==> src/rtl/rps_match_pkg.sv <==
// Shared encodings for the rock-paper-scissors match controller.
// Move, round-result and FSM state types used by the top and the judge.
package rps_pkg;

    typedef enum logic [1:0] {
        ROCK     = 2'b00,
        PAPER    = 2'b01,
        SCISSORS = 2'b10,
        INVALID  = 2'b11
    } move_t;

    typedef enum logic [1:0] {
        NONE  = 2'b00,
        P1WIN = 2'b01,
        P2WIN = 2'b10,
        TIE   = 2'b11
    } result_t;

    typedef enum logic [1:0] {
        IDLE      = 2'b00,
        WAIT_MOVE = 2'b01,
        RESOLVE   = 2'b10,
        DONE      = 2'b11
    } state_t;

endpackage

==> src/rtl/rps_match_if.sv <==
// Move-pair handshake between the player capture logic and the match controller.
interface rps_match_if;
    logic [1:0] move1;
    logic [1:0] move2;
    logic       move_valid;
    logic       move_ready;

    modport master (output move1, output move2, output move_valid, input move_ready);
    modport slave  (input move1, input move2, input move_valid, output move_ready);
endinterface

==> src/rtl/rps_match_judge.sv <==
// Combinational round judge: NONE when either move is invalid.
module rps_judge
    import rps_pkg::*;
(
    input  logic [1:0] move1,
    input  logic [1:0] move2,
    output logic [1:0] result
);

    always_comb begin
        result = NONE;
        if (move1 == INVALID || move2 == INVALID) begin
            result = NONE;
        end else if (move1 == move2) begin
            result = TIE;
        end else begin
            case ({move1, move2})
                {PAPER, ROCK},
                {ROCK, SCISSORS},
                {SCISSORS, PAPER}: result = P1WIN;
                default:           result = P2WIN;
            endcase
        end
    end

endmodule

==> src/rtl/rps_match.sv <==
// Best-of-N rock-paper-scissors match controller: takes one move pair per round,
// judges it, keeps scores and declares a winner on first-to-target or round limit.
//
// state     | meaning
// ----------+-----------------------------------------------
// IDLE      | after reset, waiting for start
// WAIT_MOVE | match running, move_ready high
// RESOLVE   | one cycle, judging the registered pair
// DONE      | match decided, outputs held until start
module rps_match
    import rps_pkg::*;
#(
    parameter int WIN_TARGET = 3,
    parameter int MAX_ROUNDS = 9,
    parameter int SCORE_W    = 4,
    parameter int RND_W      = 4
) (
    input  logic               clk,
    input  logic               rst,
    input  logic               start,
    rps_match_if.slave         mv,
    output logic [1:0]         round_result,
    output logic               round_valid,
    output logic               move_err,
    output logic [SCORE_W-1:0] score1,
    output logic [SCORE_W-1:0] score2,
    output logic [SCORE_W-1:0] ties,
    output logic [RND_W-1:0]   round_cnt,
    output logic               busy,
    output logic               match_done,
    output logic [1:0]         winner
);

    localparam logic [SCORE_W-1:0] WIN_T = SCORE_W'(WIN_TARGET);
    localparam logic [RND_W-1:0]   MAX_R = RND_W'(MAX_ROUNDS);

    state_t             state_q, state_d;
    logic [1:0]         mv1_q, mv2_q;
    logic [1:0]         res;
    logic               ready;
    logic               take;
    logic [SCORE_W-1:0] s1_n, s2_n, t_n;
    logic [RND_W-1:0]   rnd_n;
    logic               match_end;
    logic [1:0]         win_d;

    rps_judge u_judge (
        .move1  (mv1_q),
        .move2  (mv2_q),
        .result (res)
    );

    assign mv.move_ready = ready;
    assign take = (state_q == WAIT_MOVE) && mv.move_valid && !start;

    // Post-increment values; the end condition is evaluated on these.
    always_comb begin
        s1_n  = score1    + SCORE_W'(res == P1WIN);
        s2_n  = score2    + SCORE_W'(res == P2WIN);
        t_n   = ties      + SCORE_W'(res == TIE);
        rnd_n = round_cnt + RND_W'(res != NONE);
        match_end = (s1_n == WIN_T) || (s2_n == WIN_T) || (rnd_n == MAX_R);
        if (s1_n == WIN_T)      win_d = P1WIN;
        else if (s2_n == WIN_T) win_d = P2WIN;
        else if (s1_n > s2_n)   win_d = P1WIN;
        else if (s2_n > s1_n)   win_d = P2WIN;
        else                    win_d = TIE;
    end

    always_ff @(posedge clk) begin
        if (rst) state_q <= IDLE;
        else     state_q <= state_d;
    end

    always_comb begin
        state_d    = state_q;
        ready      = 1'b0;
        busy       = 1'b0;
        match_done = 1'b0;
        case (state_q)
            IDLE: ;
            WAIT_MOVE: begin
                ready = 1'b1;
                busy  = 1'b1;
                if (mv.move_valid) state_d = RESOLVE;
            end
            RESOLVE: begin
                busy = 1'b1;
                if (res != NONE && match_end) state_d = DONE;
                else                          state_d = WAIT_MOVE;
            end
            DONE: match_done = 1'b1;
            default: state_d = IDLE;
        endcase
        // start aborts from any state and also blocks a same-cycle handshake
        if (start) state_d = WAIT_MOVE;
    end

    always_ff @(posedge clk) begin
        if (rst) begin
            mv1_q        <= 2'b00;
            mv2_q        <= 2'b00;
            round_result <= NONE;
            round_valid  <= 1'b0;
            move_err     <= 1'b0;
            score1       <= '0;
            score2       <= '0;
            ties         <= '0;
            round_cnt    <= '0;
            winner       <= NONE;
        end else begin
            round_valid <= 1'b0;
            move_err    <= 1'b0;
            if (start) begin
                round_result <= NONE;
                score1       <= '0;
                score2       <= '0;
                ties         <= '0;
                round_cnt    <= '0;
                winner       <= NONE;
            end else begin
                if (take) begin
                    mv1_q <= mv.move1;
                    mv2_q <= mv.move2;
                end
                if (state_q == RESOLVE) begin
                    if (res == NONE) begin
                        move_err <= 1'b1;
                    end else begin
                        round_result <= res;
                        score1       <= s1_n;
                        score2       <= s2_n;
                        ties         <= t_n;
                        round_cnt    <= rnd_n;
                        round_valid  <= 1'b1;
                        if (match_end) winner <= win_d;
                    end
                end
            end
        end
    end

    a_no_wrap: assert property (@(posedge clk) disable iff (rst)
        (state_q == RESOLVE && !start) |->
            !((res == P1WIN && score1 == '1) || (res == P2WIN && score2 == '1) ||
              (res == TIE && ties == '1) || (res != NONE && round_cnt == '1)));

endmodule

==> src/flat_wrapper.sv <==
// flat-port wrapper written by rule: the top's interface ports become plain ports
module rps_match_flat import rps_pkg::*;
#(
    parameter int WIN_TARGET = 3,
    parameter int MAX_ROUNDS = 9,
    parameter int SCORE_W    = 4,
    parameter int RND_W      = 4
)
  (clk, rst, start, round_result, round_valid, move_err, score1, score2, ties, round_cnt, busy, match_done, winner, mv_move1, mv_move2, mv_move_valid, mv_move_ready);
  rps_match_if mv_i ();
  input  logic clk;
  input  logic rst;
  input  logic start;
  output logic [1:0] round_result;
  output logic round_valid;
  output logic move_err;
  output logic [SCORE_W-1:0] score1;
  output logic [SCORE_W-1:0] score2;
  output logic [SCORE_W-1:0] ties;
  output logic [RND_W-1:0] round_cnt;
  output logic busy;
  output logic match_done;
  output logic [1:0] winner;
  input wire logic [$bits(mv_i.move1)-1:0] mv_move1;
  input wire logic [$bits(mv_i.move2)-1:0] mv_move2;
  input wire logic [$bits(mv_i.move_valid)-1:0] mv_move_valid;
  output wire logic [$bits(mv_i.move_ready)-1:0] mv_move_ready;
  assign mv_i.move1 = mv_move1;
  assign mv_i.move2 = mv_move2;
  assign mv_i.move_valid = mv_move_valid;
  assign mv_move_ready = mv_i.move_ready;
  rps_match #(.WIN_TARGET(WIN_TARGET), .MAX_ROUNDS(MAX_ROUNDS), .SCORE_W(SCORE_W), .RND_W(RND_W)) u_core (.clk(clk), .rst(rst), .start(start), .mv(mv_i), .round_result(round_result), .round_valid(round_valid), .move_err(move_err), .score1(score1), .score2(score2), .ties(ties), .round_cnt(round_cnt), .busy(busy), .match_done(match_done), .winner(winner));
endmodule
==> config.mk <==
export PLATFORM = sky130hd
export DESIGN_NAME = rps_match_flat
export DESIGN_NICKNAME = d
export VERILOG_FILES = /design/src/rtl/rps_match_pkg.sv /design/src/rtl/rps_match_if.sv /design/src/rtl/rps_match_judge.sv /design/src/rtl/rps_match.sv /design/src/flat_wrapper.sv
export SDC_FILE = /design/constraint.sdc
export NUM_CORES = 1
export LEC_CHECK = 0
export ABC_AREA = 1
export BUFFER_PORTS_ARGS = -buffer_cell sky130_fd_sc_hd__buf_2
export CAP_MARGIN = 20
export CORE_ASPECT_RATIO = 2
export CORE_MARGIN = 5
export CORE_UTILIZATION = 45
export DETAILED_ROUTE_END_ITERATION = 8
export MAX_ROUTING_LAYER = met4
export PLACE_DENSITY = 0.67
export SLEW_MARGIN = 20
export SYNTH_ARGS = -nofsm -noshare
export SYNTH_HDL_FRONTEND = slang
export SYNTH_SLANG_ARGS = --single-unit
==> constraint.sdc <==
create_clock -name clk -period 3.6 [get_ports clk]
set_clock_uncertainty 0.15 [all_clocks]
set_input_delay 0.36 -clock clk [delete_from_list [all_inputs] [get_ports clk]]
set_output_delay 0.36 -clock clk [all_outputs]
set_load 0.03 [all_outputs]
==> results.sh, run 1 <==
export IMPL_synth_ff_latch_count=28
export IMPL_first_global_vias=1415
export IMPL_async_reset_ff_share_pct=0
export IMPL_cp_slowest_stage_delay_ns=0.36
export IMPL_timing_hold_worst_endpoint="u_core.state_q[0]$_SDFFE_PP0P_"
export IMPL_area_growth_pct=16.8
export IMPL_report_power_total_mw=0.675
export IMPL_finalWorstPathRequiredPeriod_ns=2.64
export IMPL_critPathMaxFanout=6
export IMPL_preCtsSetupSlack_ns=0.983
export IMPL_crit_reg2reg_capture="u_core.winner[1]$_SDFFE_PP0P_"
export IMPL_clk_insertion_delay_late_ns=0.28
export IMPL_final_estimated_routing_congestion_in_global_placement=0.892
export IMPL_drive_above_1_share_pct=23.4
export IMPL_fin_crit_sh_pct=73.4
export IMPL_cts_num_sinks=28
export IMPL_met2WireLength_mm=1.94
export IMPL_synthesis_yosys_warnings=0
export IMPL_clkTransAtPathRegs_ns=0.10
export IMPL_drt_pass1_iterations=4
export IMPL_fp_dieArea_sq_um=4830
export IMPL_drc_errors=0
export IMPL_met3_wirelength_um=97
export IMPL_hold_viol_final=0
export IMPL_floorplan_io_pins=33
export IMPL_vdd_ir_drop_max_mv=0.225
export IMPL_detail_route_iter0_violations=14
export IMPL_yosys_top_cells_area="sky130_fd_sc_hd__dfxtp_1, sky130_fd_sc_hd__ha_1, sky130_fd_sc_hd__nand2_1"
export IMPL_antenna_violating_nets_post_route=0
export IMPL_globalRoute_totalOverflow=0
export IMPL_synth_net_count=235
export IMPL_ctsLongestPathBuffers=2
export IMPL_timing_hold_worst_start="rst"
export IMPL_filler_cell_count=378
export IMPL_mean_cell_area_of_the_mapped_netlist_sq_um=7.27
export IMPL_hp_class="in2reg"
export IMPL_number_of_gates_resized_after_cts=0
export IMPL_worst_path_max_delay_cell="sky130_fd_sc_hd__dfxtp_1"
export IMPL_routed_wl_mm=3.38
export IMPL_grt_first_pass_wirelength_mm=5.87
export IMPL_synth_area_sq_um=1560
export IMPL_cts_h_tree_depth=1
export IMPL_routed_via_count=1443
export IMPL_critical_path_n_buffers_inverters=2
export IMPL_tns_ns=0
export IMPL_syn_inst=215
export IMPL_die_extent_in_y_um=93.4
export IMPL_startpoint="u_core.mv2_q[1]$_SDFFE_PP0P_"
export IMPL_number_of_buffers_added_to_fix_hold_violations_after_cts=0
export IMPL_root_buffer="sky130_fd_sc_hd__clkbuf_8"
export IMPL_ant_diodes=0
export IMPL_utilization_pct=54.1
export IMPL_cp_arrival_ns=2.68
export IMPL_cell_with_the_most_instances_after_synthesis="sky130_fd_sc_hd__nand2_1"
export IMPL_post_cts_setup_buffers=0
export IMPL_synth_top_area_cell="sky130_fd_sc_hd__dfxtp_1"
export IMPL_critPathMostFrequentCell="sky130_fd_sc_hd__nand2_1"
export IMPL_initial_antenna_violation_count=0
export IMPL_maximum_number_of_pins_on_one_net_before_global_route_repair=21
export IMPL_std_cell_rows=30
export IMPL_worst_r2r_cell_count=18
export IMPL_timing_worst_slew_pin_value_ns=0.854
export IMPL_cts_tree="built"
export IMPL_max_cap_viol_count=0
export IMPL_ff2ff_setup_slack_ns=0.96
export IMPL_run_status="completed"
export IMPL_finalSetupViolations=0
export IMPL_yosysTopAreaCellShare_pct=35.8
export IMPL_io_buffers=32
export IMPL_synth_sequential_area_ratio_pct=35.8
export IMPL_timing_critical_path_from_type="flop"
export IMPL_initial_core_util_pct=46.3
export IMPL_r2r_start="u_core.mv2_q[1]$_SDFFE_PP0P_"
export IMPL_routed_via_density=5.15
export IMPL_power_leakage_nw=0.975
export IMPL_maxSlewHeadroom_pct=42.9
export IMPL_yosysUniqueCellTypes=29
export IMPL_core_sq_um=3380
export IMPL_highest_signal_layer="met4"
export IMPL_path_cells="inv_1, nor2_1, nand2_2, nand3_4, nor2_4, nand3_2, inv_1, ha_1, xor2_1, ha_1, o211ai_1, a21oi_1, a211oi_1, nand2_1, nand2_1, nand2_1, nand2_1, nor2_1"
export IMPL_achievable_freq_mhz=378
export IMPL_hpwl_after_dpl_mm=2.68
export IMPL_hold_depth=2
export IMPL_wl_per_cell_um=12.1
export IMPL_synth_enable_flop_cells=0
export IMPL_finalNetCount=269
export IMPL_postSynth_topFlopCell="sky130_fd_sc_hd__dfxtp_1"
export IMPL_global_route_usage_sum_pct=16.0
export IMPL_worstPathRequired_ns=3.63
export IMPL_cellPowerDensity_nw_per_um2=370
export IMPL_grt_setup_unrepaired="false"
export IMPL_final_setup_worst_slack_ns=0.957
export IMPL_cts_made_buffers=3
export IMPL_slew_violations=0
export IMPL_ys_top_cells_by_count="sky130_fd_sc_hd__nand2_1, sky130_fd_sc_hd__inv_1, sky130_fd_sc_hd__dfxtp_1"
export IMPL_path_class="reg2reg"
export IMPL_wl_met1_mm=1.25
export IMPL_setup_worst_path_end_class="flop"
export IMPL_path_delay_family="simple AND/OR/NAND/NOR gates"
export IMPL_fp_dieW_um=51.7
==> worst max-delay path by stage <==
stage	slack, ns	depth (start not counted)	to
floorplan	1.20	18	u_core.winner[1]$_SDFFE_PP0P_
global placement	1.02	18	u_core.winner[1]$_SDFFE_PP0P_
detailed placement	0.98	18	u_core.winner[1]$_SDFFE_PP0P_
CTS	0.96	18	u_core.winner[1]$_SDFFE_PP0P_
global route	0.63	18	u_core.winner[1]$_SDFFE_PP0P_
finish	0.96	18	u_core.winner[1]$_SDFFE_PP0P_
==> placed cells by master, fill, tap and decap left out <==
| master | instances |
|---|---|
| sky130_fd_sc_hd__o21ai_1 | 2 |
| sky130_fd_sc_hd__or2_2 | 1 |
| sky130_fd_sc_hd__a21oi_1 | 16 |
| sky130_fd_sc_hd__o21ai_0 | 19 |
| sky130_fd_sc_hd__bufinv_16 | 1 |
| sky130_fd_sc_hd__nand3_4 | 1 |
| sky130_fd_sc_hd__a31oi_1 | 1 |
| sky130_fd_sc_hd__nor4_1 | 1 |
| sky130_fd_sc_hd__a21oi_2 | 1 |
| sky130_fd_sc_hd__buf_4 | 2 |
| sky130_fd_sc_hd__nand3_1 | 3 |
| sky130_fd_sc_hd__xor2_1 | 4 |
| sky130_fd_sc_hd__nor3_1 | 5 |
| sky130_fd_sc_hd__nand2_2 | 9 |
| sky130_fd_sc_hd__nand2_1 | 32 |
| sky130_fd_sc_hd__inv_2 | 3 |
| sky130_fd_sc_hd__nor2_4 | 2 |
| sky130_fd_sc_hd__nand4_1 | 4 |
| sky130_fd_sc_hd__inv_1 | 29 |
| sky130_fd_sc_hd__nand3_2 | 1 |
| sky130_fd_sc_hd__clkbuf_8 | 3 |
| sky130_fd_sc_hd__nand2_4 | 1 |
| sky130_fd_sc_hd__o211ai_1 | 4 |
| sky130_fd_sc_hd__nor2_1 | 27 |
| sky130_fd_sc_hd__buf_2 | 32 |
| sky130_fd_sc_hd__ha_1 | 12 |
| sky130_fd_sc_hd__dfxtp_1 | 28 |
| sky130_fd_sc_hd__and3_1 | 1 |
| sky130_fd_sc_hd__nor2_2 | 1 |
| sky130_fd_sc_hd__a211oi_1 | 2 |
==> cell type report <==
cell class                      instances  area [sq um]  share of cell area, %
Clock buffer                            3          41.3                   2.26
Clock inverter                          1          30.0                   1.64
Inverter                               32           120                   6.58
Multi-Input combinational cell        150           860                   47.1
Sequential cell                        28           561                   30.7
Tap cell                               32          40.0                   2.19
Timing Repair Buffer                   34           175                   9.59
==> worst register-to-register path: cells and delay by family (launching register included) <==
kind,cells,cell delay [ns]
and+or+nand+nor,10,0.81
buffers and inverters,2,0.19
xor gates and xnor gates,1,0.23
adders and majority gates,2,0.42
DFF,1,0.36
AOI/OAI and AO/OA,3,0.40
==> state kept, by name, indices dropped and copies added, names as in the netlist, 2 cells and up <==
signal and cells:
u_core.round_cnt 4, u_core.score1 4, u_core.score2 4, u_core.ties 4
u_core.mv1_q 2, u_core.mv2_q 2, u_core.round_result 2, u_core.state_q 2
u_core.winner 2
==> cell families after synthesis <==
kind of cell             after synthesis  synth area share (%)
AO/OA/AOI/OAI                         45                  15.7
XOR/XNOR                               4                  2.24
adder cells (fa/ha/maj)               12                  9.60
buffers and inverters                 37                  9.20
flip-flops                            28                  35.8
AND/OR/NAND/NOR                       89                  27.4
==> routing by layer <==
layer | GRT usage (%) | vias up
li1 | - | 766
met1 | 14.4 | 649
met2 | 31.6 | 21
met3 | 1.75 | 7
met4 | 7.00 | 0
met5 | - | -
==> through the flow <==
stage | cells | hold WS (ns) | cell area [sq um]
floorplan | 215 | 0.288 | 1560
global placement | 276 | 0.284 | 1760
detailed placement | 276 | 0.303 | 1760
CTS | 280 | 0.112 | 1830
global route | 280 | 0.122 | 1830
finish | 280 | 0.112 | 1830
==> power breakdown <==
group          total, mW  switching, mW  leakage [nW]  internal [mW]
Combinational     0.0997         0.0650         0.713         0.0346
Clock              0.252          0.103        0.0357          0.149
Sequential         0.323        0.00709         0.226          0.316
Note: power is estimated with default switching activity, not from simulation.
==> inputs of run 2 (changes only) <==
- ABC_AREA: 1 -> 0
- PLACE_DENSITY: 0.67 -> 0.66
- clock period: 3.6 -> 2.6 ns (I/O delays scaled with it)
==> run 2 against run 1 <==
The flow now finishes with violations (setup timing). Worst setup slack worse by 1.0 ns. Global-route usage rose by 0.73 points. Cell count increased by 3.6%. Die area is 4.9% higher. Largest cell class unchanged.
==> results.sh, run 2 <==
export IMPL_syn_inst=195
export IMPL_critPathMaxFanout=5
export IMPL_synth_enable_flop_cells=0
export IMPL_yosysTopAreaCellShare_pct=33.9
export IMPL_power_switching_fraction_pct=23.1
export IMPL_cts_made_buffers=3
export IMPL_synth_ff_latch_count=28
export IMPL_critical_path_n_buffers_inverters=1
export IMPL_routed_via_count=1508
export IMPL_clk_insertion_delay_late_ns=0.28
export IMPL_finalWorstPathRequiredPeriod_ns=2.68
export IMPL_cp_arrival_ns=2.69
export IMPL_final_estimated_routing_congestion_in_global_placement=0.851
export IMPL_crit_cells=11
export IMPL_vdd_ir_drop_max_mv=0.293
export IMPL_failing_checks="setup timing"
export IMPL_power_switching_mw=0.203
export IMPL_cellPowerDensity_nw_per_um2=407
export IMPL_routed_via_density=5.20
export IMPL_synth_area_sq_um=1650
export IMPL_run_status="finished, violations left"
export IMPL_synth_net_count=215
export IMPL_layout_common_cells="sky130_fd_sc_hd__buf_2, sky130_fd_sc_hd__nand2_1, sky130_fd_sc_hd__dfxtp_1"
export IMPL_final_setup_worst_slack_ns=-0.0786
export IMPL_final_area_sq_um=2160
export IMPL_maxSlewHeadroom_pct=68.4
export IMPL_path_cells="buf_6, nor4b_4, o31a_1, ha_2, xor2_2, ha_1, nand2_1, o21ai_1, or2_4, mux2i_2, a2111oi_2"
export IMPL_clkTransAtPathRegs_ns=0.10
export IMPL_async_reset_ff_share_pct=0
export IMPL_cell_with_the_most_instances_after_synthesis="sky130_fd_sc_hd__dfxtp_1"
export IMPL_std_cell_rows=31
export IMPL_fin_crit_sh_pct=103
export IMPL_core_sq_um=3610
export IMPL_path_class="reg2reg"
export IMPL_yosys_top_cells_area="sky130_fd_sc_hd__dfxtp_1, sky130_fd_sc_hd__ha_1, sky130_fd_sc_hd__xor2_1"
export IMPL_cts_h_tree_depth=1
export IMPL_yosysUniqueCellTypes=40
export IMPL_worst_r2r_cell_count=11
export IMPL_post_dp_cell_area_sq_um=1970
export IMPL_grt_first_pass_wirelength_mm=6.22
export IMPL_detail_route_iter0_violations=32
export IMPL_pwr_share_clk_pct=40.2
export IMPL_power_leakage_nw=0.934
export IMPL_worstPathRequired_ns=2.61
export IMPL_r2r_start="u_core.mv1_q[0]$_SDFFE_PP0P_"
export IMPL_area_growth_pct=30.4
export IMPL_io_buffers=32
export IMPL_finalSetupViolations=2
export IMPL_maximum_number_of_pins_on_one_net_before_global_route_repair=24
export IMPL_max_cap_viol_count=0
export IMPL_report_power_total_mw=0.879
export IMPL_pwr_share_seq_pct=49.9
export IMPL_drive_above_1_share_pct=36.5
export IMPL_fin_hold_ws_ns=0.0463
export IMPL_timing_worst_slew_pin_value_ns=0.474
export IMPL_hpwl_after_dpl_mm=2.81
export IMPL_path_delay_family="simple AND/OR/NAND/NOR gates"
export IMPL_p_int_mw=0.676
export IMPL_routed_wl_mm=3.76
export IMPL_utilization_pct=59.8
export IMPL_tns_ns=-0.117
export IMPL_startpoint="u_core.mv1_q[0]$_SDFFE_PP0P_"
export IMPL_ant_diodes=0
export IMPL_initial_antenna_violation_count=0
export IMPL_drc_errors=0
export IMPL_fp_dieW_um=52.9
export IMPL_globalRoute_totalOverflow=0
export IMPL_initial_core_util_pct=45.9
export IMPL_ys_top_cells_by_count="sky130_fd_sc_hd__dfxtp_1, sky130_fd_sc_hd__nand2_1, sky130_fd_sc_hd__nor2_1"
export IMPL_floorplan_io_pins=33
export IMPL_root_buffer="sky130_fd_sc_hd__clkbuf_8"
export IMPL_timing_hold_worst_start="rst"
export IMPL_drt_pass1_iterations=6
export IMPL_cp_slowest_stage_delay_ns=0.38
export IMPL_timing_critical_path_from_type="flop"
export IMPL_fp_dieArea_sq_um=5060
export IMPL_setup_worst_path_end_class="flop"
export IMPL_hold_viol_final=0
export IMPL_global_route_usage_sum_pct=16.7
export IMPL_ctsLongestPathBuffers=2
export IMPL_cts_num_sinks=28
export IMPL_die_extent_in_y_um=95.7
export IMPL_mean_cell_area_of_the_mapped_netlist_sq_um=8.48
export IMPL_synth_sequential_area_ratio_pct=33.9
export IMPL_hold_depth=2
export IMPL_synth_top_area_cell="sky130_fd_sc_hd__dfxtp_1"
export IMPL_finalNetCount=262
export IMPL_wl_per_cell_um=13.0
export IMPL_achievable_freq_mhz=373
export IMPL_first_global_vias=1445
export IMPL_postSynth_topFlopCell="sky130_fd_sc_hd__dfxtp_1"
export IMPL_worst_path_max_delay_cell="sky130_fd_sc_hd__dfxtp_4"
export IMPL_antenna_violating_nets_post_route=0
export IMPL_slew_violations=0
export IMPL_cts_tree="built"
export IMPL_synthesis_yosys_warnings=0
export IMPL_mostFrequentLayoutCell="sky130_fd_sc_hd__buf_2"
export IMPL_grt_setup_unrepaired="true"
export IMPL_pwr_share_comb_pct=9.9
export IMPL_hp_class="in2reg"
==> run 2: changes by cell type after synthesis, moves of 7 or more <==
cell,change
sky130_fd_sc_hd__nor2_1,-7
sky130_fd_sc_hd__xor2_1,+8
sky130_fd_sc_hd__mux2i_1,+7
sky130_fd_sc_hd__inv_1,-21
sky130_fd_sc_hd__o21ai_0,-11
sky130_fd_sc_hd__nand2_1,-7
sky130_fd_sc_hd__nand2_2,-9
==> run 2: through the flow <==
step                      worst slack (ns)  instances
final                              -0.0786        290
after global routing                -0.222        290
after CTS                           -0.113        289
after detailed placement            -0.179        284
after global placement              -0.109        284
after floorplan                     -0.130        195
==> run 2: worst reg2reg max path, cell delays in order, from the launching register on <==
cell and delay [ns]:
sky130_fd_sc_hd__dfxtp_4 0.38, sky130_fd_sc_hd__buf_6 0.13, sky130_fd_sc_hd__nor4b_4 0.25, sky130_fd_sc_hd__o31a_1 0.29, sky130_fd_sc_hd__ha_2 0.25, sky130_fd_sc_hd__xor2_2 0.18
sky130_fd_sc_hd__ha_1 0.26, sky130_fd_sc_hd__nand2_1 0.07, sky130_fd_sc_hd__o21ai_1 0.06, sky130_fd_sc_hd__or2_4 0.25, sky130_fd_sc_hd__mux2i_2 0.17, sky130_fd_sc_hd__a2111oi_2 0.10
==> run 2: power groups by stage <==
stage          clock network, mW  registers (mW)  logic, mW
3_3_place_gp                   0           0.449     0.0822
3_5_place_dp                   0           0.449     0.0826
4_1_cts                    0.362           0.439     0.0853
2_1_floorplan                  0           0.448     0.0590
6_report                   0.353           0.438     0.0872
5_1_grt                    0.374           0.440     0.0983
==> run 2: layout make-up <==
class	instances	area (sq um)
multi-input combinational	147	1090
inverter	8	30.0
fill	356	1450
clock buffer	3	41.3
tap	49	61.3
sequential	28	573
timing repair buffer	54	333
clock inverter	1	30.0
==> run 2: path summary, 6_finish.rpt <==
check / slack, ns / to
max: -0.08 / u_core.winner[1]$_SDFFE_PP0P_
min: 0.05 / u_core.mv1_q[1]$_SDFFE_PP0P_
max reg2reg: -0.08 / u_core.winner[1]$_SDFFE_PP0P_
min reg2reg: 0.33 / u_core.round_result[1]$_SDFFE_PP0P_
==> run 2: cells by family (layout without fill, tap and decap cells) <==
| group | after synthesis | after routing | share of synthesized area, % |
|---|---|---|---|
| mux | 8 | 8 | 4.92 |
| fa+ha+maj | 13 | 13 | 9.68 |
| flops | 28 | 28 | 33.9 |
| compound gates | 33 | 33 | 13.4 |
| xor+xnor | 15 | 15 | 7.94 |
| simple gates | 78 | 78 | 24.6 |
| buf+inv | 20 | 66 | 5.60 |
==> run 2: timing repair <==
item,CTS,global route
endpoints found under the setup margin,3,3
gates cloned,0,0
setup buffers,1,1
pin swaps,9,8
hold buffers,0,0
gates resized for setup,13,10
==> run 2: per-layer routing <==
layer | up-vias | part of all wire (%) | global-route usage [%]
met2 | 31 | 59 | 31.7
met4 | 0 | 2.6 | 7.04
met5 | - | 0 | -
li1 | 750 | - | -
met3 | 8 | 4.4 | 2.64
met1 | 719 | 34 | 15.9
==> inputs of run 3 (changes only) <==
- PLACE_DENSITY: 0.66 -> 0.77
==> run 3 against run 2 <==
The flow still finishes with violations (setup timing). Non-clock buffer count grew 7. Clock power is essentially flat. Count of clock-buffer cells in the layout is the same. Die area is the same. Utilization grew 3.5 points. Power grew 1.2%. Sequential power is essentially flat. Largest cell class unchanged. Highest routed layer unchanged.
==> results.sh, run 3 (synthesis results as in run 2) <==
export IMPL_preCtsSetupSlack_ns=-0.236
export IMPL_timing_worst_slew_pin_value_ns=0.540
export IMPL_grt_first_pass_wirelength_mm=6.52
export IMPL_cts_num_sinks=28
export IMPL_finalSetupViolations=3
export IMPL_timing_critical_path_from_type="flop"
export IMPL_run_status="finished, violations left"
export IMPL_globalRoute_totalOverflow=0
export IMPL_path_class="reg2reg"
export IMPL_cts_h_tree_depth=1
export IMPL_routed_wl_mm=4.34
export IMPL_post_dp_cell_area_sq_um=2000
export IMPL_core_sq_um=3610
export IMPL_initial_antenna_violation_count=0
export IMPL_antenna_violating_nets_post_route=0
export IMPL_achievable_freq_mhz=355
export IMPL_clkTransAtPathRegs_ns=0.10
export IMPL_stdcell_count=297
export IMPL_fp_dieW_um=52.9
export IMPL_root_buffer="sky130_fd_sc_hd__clkbuf_8"
export IMPL_cts_tree="built"
export IMPL_failing_checks="setup timing"
export IMPL_area_growth_pct=38.1
export IMPL_crit_reg2reg_capture="u_core.winner[1]$_SDFFE_PP0P_"
export IMPL_hold_depth=2
export IMPL_worst_r2r_cell_count=12
export IMPL_finalWorstPathRequiredPeriod_ns=2.81
export IMPL_vdd_ir_drop_max_mv=0.331
export IMPL_maxSlewHeadroom_pct=64.0
export IMPL_fin_crit_sh_pct=108
export IMPL_cp_arrival_ns=2.85
export IMPL_clk_insertion_delay_late_ns=0.28
export IMPL_worstPathRequired_ns=2.64
export IMPL_number_of_buffers_added_to_fix_hold_violations_after_cts=0
export IMPL_cts_made_buffers=3
export IMPL_tns_ns=-0.340
export IMPL_ff2ff_setup_slack_ns=-0.21
export IMPL_routed_via_count=1567
export IMPL_std_cell_rows=31
export IMPL_drt_pass1_iterations=5
export IMPL_drc_errors=0
export IMPL_drive_above_1_share_pct=41.1
export IMPL_global_route_usage_sum_pct=17.3
export IMPL_initial_core_util_pct=45.9
export IMPL_final_estimated_routing_congestion_in_global_placement=0.854
export IMPL_mostFrequentLayoutCell="sky130_fd_sc_hd__buf_2"
export IMPL_detail_route_iter0_violations=23
export IMPL_first_global_vias=1502
export IMPL_multi_input_area_sq_um=1160
export IMPL_cellPowerDensity_nw_per_um2=389
export IMPL_hold_viol_final=0
export IMPL_finalNetCount=269
export IMPL_final_area_sq_um=2280
export IMPL_ant_diodes=0
export IMPL_filler_cell_count=315
export IMPL_maximum_number_of_pins_on_one_net_before_global_route_repair=24
export IMPL_fp_dieArea_sq_um=5060
export IMPL_critPathCapture="u_core.winner[1]$_SDFFE_PP0P_"
export IMPL_die_extent_in_y_um=95.7
export IMPL_slew_violations=0
export IMPL_register_area_sq_um=576
export IMPL_r2r_start="u_core.mv1_q[1]$_SDFFE_PP0P_"
export IMPL_startpoint="u_core.mv1_q[1]$_SDFFE_PP0P_"
export IMPL_grt_setup_unrepaired="true"
export IMPL_hp_class="in2reg"
export IMPL_max_cap_viol_count=0
export IMPL_hpwl_after_dpl_mm=2.96
export IMPL_power_leakage_nw=0.996
export IMPL_ctsLongestPathBuffers=2
export IMPL_inst_count_dp=288
export IMPL_wl_per_cell_um=14.6
export IMPL_critPathMaxFanout=7
export IMPL_io_buffers=32
export IMPL_routed_via_density=5.28
export IMPL_floorplan_io_pins=33
export IMPL_layout_common_cells="sky130_fd_sc_hd__buf_2, sky130_fd_sc_hd__buf_4, sky130_fd_sc_hd__nand2_1, sky130_fd_sc_hd__dfxtp_1, sky130_fd_sc_hd__nor2_1"
export IMPL_final_setup_worst_slack_ns=-0.214
export IMPL_setup_worst_path_end_class="flop"
==> run 3: stage by stage <==
| stage | power [mW] | hold slack (ns) | utilization, % |
|---|---|---|---|
| 2_1_floorplan | 0.507 | 0.175 | - |
| 3_3_place_gp | 0.534 | 0.290 | 55.6 |
| 3_5_place_dp | 0.536 | 0.295 | 55.6 |
| 4_1_cts | 0.885 | 0.0440 | 58.6 |
| 5_1_grt | 0.923 | 0.0470 | 63.3 |
| 6_report | 0.889 | 0.0385 | 63.3 |
==> run 3: worst min path at each step <==
| stage | startpoint | endpoint |
|---|---|---|
| final | rst | u_core.mv2_q[0]$_SDFFE_PP0P_ |
| after global routing | rst | u_core.mv1_q[0]$_SDFFE_PP0P_ |
| after CTS | rst | u_core.mv2_q[0]$_SDFFE_PP0P_ |
| after detailed placement | u_core.round_result[1]$_SDFFE_PP0P_ | u_core.round_result[1]$_SDFFE_PP0P_ |
| after global placement | u_core.round_result[1]$_SDFFE_PP0P_ | u_core.round_result[1]$_SDFFE_PP0P_ |
| after floorplan | rst | u_core.mv2_q[1]$_SDFFE_PP0P_ |
==> run 3: routing by layer <==
layer / GRT usage [%] / up-vias / part of all wire, %
li1: - / 773 / -
met1: 16.5 / 746 / 36
met2: 32.3 / 34 / 57
met3: 2.17 / 14 / 3.3
met4: 9.17 / 0 / 4.3
met5: - / - / 0
==> run 3: where the power goes <==
group,switching (mW),leakage (nW),internal (mW)
combinational,0.0544,0.731,0.0427
sequential,0.00714,0.229,0.431
clock,0.147,0.0357,0.206
==> run 3: area by class of cell <==
class	instances	area share (%)
Clock buffer	3	1.81
Clock inverter	1	1.31
Tap cell	49	2.68
Sequential cell	28	25.2
Inverter	8	1.31
Timing Repair Buffer	61	16.9
Multi-Input combinational cell	147	50.8
==> run 3: timing repair <==
action,CTS,global route
gates resized for setup,8,25
endpoints found under the hold margin,0,0
pin swaps,6,12
setup endpoints to repair,3,3
setup buffers,0,5
==> run 3: critical path: stages (launching register included) <==
cell and delay [ns]:
sky130_fd_sc_hd__dfxtp_4 0.40, sky130_fd_sc_hd__buf_6 0.13, sky130_fd_sc_hd__o32a_1 0.41, sky130_fd_sc_hd__nor2_2 0.16
sky130_fd_sc_hd__ha_2 0.21, sky130_fd_sc_hd__xor2_2 0.17, sky130_fd_sc_hd__inv_2 0.07, sky130_fd_sc_hd__ha_4 0.27
sky130_fd_sc_hd__nand2_2 0.04, sky130_fd_sc_hd__o21ai_2 0.14, sky130_fd_sc_hd__or2_4 0.13, sky130_fd_sc_hd__mux2i_1 0.07
sky130_fd_sc_hd__a2111oi_2 0.35
